<file path="src/rtl/enc_pkg.sv">
// Shared definitions for the encoder family: grant state encoding and a
// constant-friendly ceiling-log2 used to size index ports.
package enc_pkg;

  typedef logic [0:0] enc_state_t;

  localparam enc_state_t IDLE    = 1'b0;
  localparam enc_state_t PRESENT = 1'b1;

  // Smallest r such that 2**r >= value; usable in parameter defaults.
  function automatic int clog2(input int value);
    int result;
    int span;
    result = 0;
    span   = 1;
    while (span < value) begin
      span   = span * 2;
      result = result + 1;
    end
    return result;
  endfunction

endpackage

</file>
<file path="src/rtl/prio_pick.sv">
// Combinational picker: finds the first set request at or below ptr, searching
// downward and wrapping from 0 back to N-1. The request vector is rotated so
// that position ptr lands on the top bit, a plain find-highest-set runs on the
// rotated vector, and the winning position is rotated back to a real index.
module prio_pick import enc_pkg::*; #(
  parameter int N = 32,
  parameter int W = clog2(N)
) (
  input  logic [N-1:0] req,
  input  logic [W-1:0] ptr,
  output logic         found,
  output logic [W-1:0] idx
);

  localparam int W1 = W + 1;
  localparam logic [W1-1:0] N_EXT = W1'(N);

  logic [2*N-1:0] doubled;
  logic [N-1:0]   rotated;
  logic [W1-1:0]  start;
  logic [W-1:0]   hi;
  logic [W1-1:0]  sum;

  // rotated[j] is req[(ptr + 1 + j) mod N], so rotated[N-1] is req[ptr]
  assign doubled = {req, req};
  assign start   = {1'b0, ptr} + W1'(1);
  assign rotated = doubled[start +: N];

  // Highest set bit of the rotated vector is the first request at or below ptr
  always_comb begin
    found = 1'b0;
    hi    = '0;
    for (int j = 0; j < N; j++) begin
      if (rotated[j]) begin
        found = 1'b1;
        hi    = W'(j);
      end
    end
  end

  // Undo the rotation; the sum is at most 2N-1 so one conditional wrap suffices
  always_comb begin
    sum = {1'b0, hi} + start;
    idx = W'((sum >= N_EXT) ? (sum - N_EXT) : sum);
  end

endmodule

</file>
<file path="src/rtl/prio_encoder_reg.sv">
// Registered priority encoder with a valid/ack handshake. Active-low request
// lines are latched into a pending register; one winning index at a time is
// presented on Z with GS low until the consumer acks it. Selection is either
// fixed (highest index wins) or round-robin below the last served index.
// EI/GS/EO keep the active-low cascade meaning of the older encoders.
module prio_encoder_reg import enc_pkg::*; #(
  parameter int N = 32,
  parameter int W = clog2(N)
) (
  input  logic         clk,
  input  logic         rst,
  input  logic         EI,
  input  logic [N-1:0] I,
  input  logic         mode,
  input  logic         ack,
  output logic [W-1:0] Z,
  output logic         GS,
  output logic         EO
);

  localparam logic [W-1:0] LAST = W'(N - 1);

  enc_state_t   state;
  enc_state_t   state_next;
  logic [N-1:0] pend;
  logic [N-1:0] pend_next;
  logic [N-1:0] clr;
  logic [W-1:0] ptr;
  logic [W-1:0] pick_ptr;
  logic [W-1:0] pick_idx;
  logic         pick_found;
  logic         grant_rr;
  logic         take_grant;
  logic         accept;

  // Fixed priority is just round-robin searching from the top every time
  assign pick_ptr = mode ? ptr : LAST;

  prio_pick #(
    .N(N),
    .W(W)
  ) u_pick (
    .req  (pend),
    .ptr  (pick_ptr),
    .found(pick_found),
    .idx  (pick_idx)
  );

  // An ack only counts while a grant is shown and the block is enabled
  assign accept     = (state == PRESENT) && ack && !EI;
  assign take_grant = (state == IDLE) && !EI && pick_found;

  // One-hot clear of the index being acknowledged
  always_comb begin
    clr = '0;
    if (accept) begin
      clr[Z] = 1'b1;
    end
  end

  // New requests are ORed in after the clear, so a held request re-pends
  always_comb begin
    pend_next = pend;
    if (!EI) begin
      pend_next = (pend & ~clr) | ~I;
    end
  end

  // Grant FSM: a grant always drops back to IDLE, forcing an idle gap
  always_comb begin
    state_next = state;
    case (state)
      IDLE: begin
        if (take_grant) begin
          state_next = PRESENT;
        end
      end
      PRESENT: begin
        if (EI || ack) begin
          state_next = IDLE;
        end
      end
      default: state_next = IDLE;
    endcase
  end

  // State and pending register; reset drops any grant and all pending work
  always_ff @(posedge clk) begin
    if (rst) begin
      state <= IDLE;
      pend  <= '0;
    end else begin
      state <= state_next;
      pend  <= pend_next;
    end
  end

  // Z and the grant's mode are captured only when a grant is issued
  always_ff @(posedge clk) begin
    if (rst) begin
      Z        <= '0;
      grant_rr <= 1'b0;
    end else if (take_grant) begin
      Z        <= pick_idx;
      grant_rr <= mode;
    end
  end

  // Round-robin pointer moves just below an acknowledged round-robin grant
  always_ff @(posedge clk) begin
    if (rst) begin
      ptr <= LAST;
    end else if (accept && grant_rr) begin
      ptr <= (Z == '0) ? LAST : (Z - W'(1));
    end
  end

  // Registered active-low flags derived from where the FSM and pending go next
  always_ff @(posedge clk) begin
    if (rst) begin
      GS <= 1'b1;
      EO <= 1'b1;
    end else begin
      GS <= (state_next != PRESENT);
      EO <= !(!EI && (state_next == IDLE) && (pend_next == '0));
    end
  end

endmodule
</file>
<file path="config.mk">
export PLATFORM = sky130hd
export DESIGN_NAME = prio_encoder_reg
export DESIGN_NICKNAME = d
export VERILOG_FILES = /design/src/rtl/enc_pkg.sv /design/src/rtl/prio_pick.sv /design/src/rtl/prio_encoder_reg.sv
export SDC_FILE = /design/constraint.sdc
export NUM_CORES = 1
export LEC_CHECK = 0
export BUFFER_PORTS_ARGS = -buffer_cell sky130_fd_sc_hd__buf_2
export CAP_MARGIN = 20
export CELL_PAD_IN_SITES_DETAIL_PLACEMENT = 1
export CELL_PAD_IN_SITES_GLOBAL_PLACEMENT = 1
export CORE_AREA = 2 2 111 113
export CTS_CLUSTER_SIZE = 10
export DETAILED_ROUTE_END_ITERATION = 12
export DIE_AREA = 0 0 113 115
export HOLD_SLACK_MARGIN = 0.08
export PLACE_DENSITY_LB_ADDON = 0.1
export SLEW_MARGIN = 10
export SYNTH_ARGS = -nofsm -noshare
export SYNTH_HDL_FRONTEND = slang
export SYNTH_SLANG_ARGS = --single-unit
</file>
<file path="constraint.sdc">
create_clock -name clk -period 4.8 [get_ports clk]
set_input_delay 0.48 -clock clk [delete_from_list [all_inputs] [get_ports clk]]
set_output_delay 0.48 -clock clk [all_outputs]
set_load 0.02 [all_outputs]
</file>
==> impl_metrics.tcl <==
set metrics [dict create \
    dpl.hpwl_um 16400 \
    die_x_um 113 \
    area_growth_pct 9.24 \
    mostFrequentLayoutCell "o21ai_0" \
    ir_drop_uv 202 \
    cts_tree "done" \
    synth_area_per_cell_sq_um 7.66 \
    fin_setup_tns_ps 0 \
    synth_flop_cell "dfxtp_1" \
    clkLatencyLatePin_ps 290 \
    hold_viol 0 \
    multi_input_area_sq_um 4120 \
    yosys.area.top_type "dfxtp_1" \
    rsz0062_at_grt "false" \
    skew_ps 5.21 \
    num-fill-cells 1453 \
    fmax_mhz 226 \
    synth_xor_area_share_pct 0.980 \
    fp.dieH_um 115 \
    swShare_pct 37.0 \
    synth-simple-area-share_pct 26.1 \
    cts.root.buffer_cell "clkbuf_16" \
    worst-path-stages 18 \
    core-area_sq_um 11800 \
    reg2regPathDepth 18 \
    drt_iter0_drc 629 \
    clock-sinks 46 \
    drive_gt1_share_pct 14.4 \
    p_seq_share_pct 35.6 \
    async_reset_ff_share_pct 0 \
    clockPowerShare_pct 29.8 \
    ys_seq_area_share_pct 17.2 \
    relSlewSlack_pct 43.4 \
    cts.clk_slew.worst_paths_ps 70 \
    io_buffers 43 \
    leakagePower_nw 2.28 \
    crit_chain "buf_12 > mux2i_1 > o2bb2ai_1 > a211oi_1 > mux4_2 > a211oi_1 > o211ai_1 > o311ai_0 > a31o_2 > nand2_1 > ha_1 > inv_1 > ha_1 > a21o_1 > a31oi_1 > o21ai_1 > xnor2_1 > o31ai_1" \
    cp.required_ps 4950 \
    final_cell_mix "70 x o21ai_0, 48 x nor2_1, 45 x dfxtp_1, 43 x nor2b_1, 43 x buf_2" \
    drv_cap 0 \
    grt_max_degree 51 \
    dpl_cell_area_sq_um 5680 \
    critPathSlowestCell "mux4_2" \
    synthMuxAreaShare_pct 15.0 \
    combinationalPowerShare_pct 34.6 \
    status "complete, no violations" \
    vias 5888 \
    synth_compound_area_share_pct 32.3 \
    antenna_cells 0 \
    antenna_left 0 \
    synth_top_family_by_area "compound AO/OA/AOI/OAI gates" \
    setup_violations 0 \
    switching_power_w 0.000496 \
    synth_cells 700 \
    row_count 40 \
    netlist_area_sq_um 5360 \
    intPower_w 0.000843 \
    overflow 0 \
    synthAdderAreaFrac_pct 2.10 \
    powerDensity_nw_per_um2 229 \
    cts_buffer_depth 2 \
    drt-total-wl_um 21300 \
    grt_pass1_wl_um 33400 \
    grt_usage_pct 33.1 \
    cp.arrival_ps 4580 \
    drv_slew 0 \
    yosys_warnings 0 \
    worst_slew_pin_slew_ps 849 \
    synth-edff-count 0 \
    path_buf_inv 2 \
    layout_worst_path_cycle_share_pct 92.3 \
    drc 0 \
    yosysTopAreaCellShare_pct 17.2 \
    first_global_vias 5917 \
    first_pass_iters 5 \
    period_needed_ps 4430 \
    final_area_sq_um 5860 \
    critical_path.max_stage_delay_ps 550 \
    routedWlPerCell_um 24.9 \
    antenna_found_initial 0 \
    synth.area.top_cells "dfxtp_1 17%, mux2i_1 8.0%, o21ai_0 6.5%" \
    numCtsBuffers 5 \
    synth_seq_cells 46 \
    vias_per_cell 6.88 \
    critPathCaptureType "register" \
    syn-num-nets 746 \
    dieArea_sq_um 13000 \
    path_class "reg -> reg" \
    whs_path_depth 3 \
    num_io_pins 44 \
    cpLargestDelayFamily "compound AO/OA/AOI/OAI gates" \
    initial_utilization_pct 45.4 \
    gp_congestion 0.964 \
    cts.hold.buffers_added 0 \
    h-tree-depth 2 \
    critPathLaunchType "register" \
    hp-class "in -> reg" \
    seqCellArea_sq_um 925 \
    synth.distinct_cells 72 \
    worstPathMaxFanout 31 \
    nNetsFinal 754 \
]
==> tightest hold or removal path, cell delays in order <==
cell     delay [ps]
buf_2            90
or2_2            90
a21oi_1          50
==> Yosys cell counts (5+ instances only) <==
cell / count
a211o_1: 13
a211oi_1: 12
a21o_1: 5
a21oi_1: 32
a22o_1: 10
a22oi_1: 16
and2_1: 5
and3_1: 7
buf_2: 20
buf_6: 6
clkbuf_1: 25
dfxtp_1: 46
ha_1: 9
inv_1: 7
mux2i_1: 43
mux4_2: 13
nand2_1: 32
nand2b_1: 11
nand3_1: 21
nand3b_1: 9
nand4_1: 24
nor2_1: 48
nor2b_1: 44
nor3_1: 5
nor3b_1: 19
nor4_1: 5
o211ai_1: 15
o21a_1: 5
o21ai_0: 70
o21ai_1: 16
o22ai_1: 21
o2bb2ai_1: 9
==> area by class of cell <==
type	instances	share of cell area, %
Clock buffer	6	2.20
Clock inverter	2	0.641
Inverter	9	0.577
Multi-Input combinational cell	586	70.3
Sequential cell	46	15.8
Tap cell	147	3.14
Timing Repair Buffer	60	7.35
==> metal layers <==
metal	global-route usage, %	routed length [um]	vias up
li1	-	-	2706
met1	43.9	9200	2870
met2	54.3	9680	245
met3	3.06	1300	67
met4	16.7	1130	0
met5	0	0	-
==> final timing paths <==
path | from | end | slack (ps)
max reg2reg | ptr[0]$_SDFFE_PP1P_ | Z[4]$_SDFFE_PP0P_ | 370
min | I[31] | pend[31]$_SDFF_PP0_ | 460
min reg2reg | grant_rr$_SDFFE_PP0P_ | grant_rr$_SDFFE_PP0P_ | 500
max | ptr[0]$_SDFFE_PP1P_ | Z[4]$_SDFFE_PP0P_ | 370
==> kinds of logic (layout without fill, tap and decap cells) <==
logic type,Yosys count,count (layout)
DFF,46,46
and+or+nand+nor,248,248
AOI/OAI and AO/OA,260,260
xor gates and xnor gates,6,6
buffers and inverters,68,77
adders and majority gates,9,9
muxes,63,63
==> power by group through the flow <==
stage / registers [W] / logic [W] / clock network [W]
after global routing: 0.000481 / 0.000507 / 0.000419
after floorplan: 0.000454 / 0.000323 / 0
after CTS: 0.000473 / 0.000456 / 0.000404
final: 0.000477 / 0.000463 / 0.000399
after global placement: 0.000479 / 0.000436 / 0
after detailed placement: 0.000482 / 0.000451 / 0
==> stage by stage <==
stage	worst slack (ps)	hold WS, ps	util, %	power, W	instances
after floorplan	930	455	-	0.000777	700
after detailed placement	277	492	48.1	0.000933	848
after global placement	359	481	48.1	0.000916	848
final	367	459	49.6	0.00134	856
after CTS	245	457	49.5	0.00133	856
after global routing	23.5	468	49.6	0.00141	856
==> state kept, by name (all words and copies together) (netlist names) <==
signal and flops:
state 1, ptr 5, pend 32, GS 1
Z 5, grant_rr 1, EO 1
==> what timing repair did <==
action,4_1_cts,5_1_grt
buffers inserted,0,0
resized for setup,0,4
endpoints found under the setup margin,0,2
No activity file was read; power rests on OpenSTA's default activity.
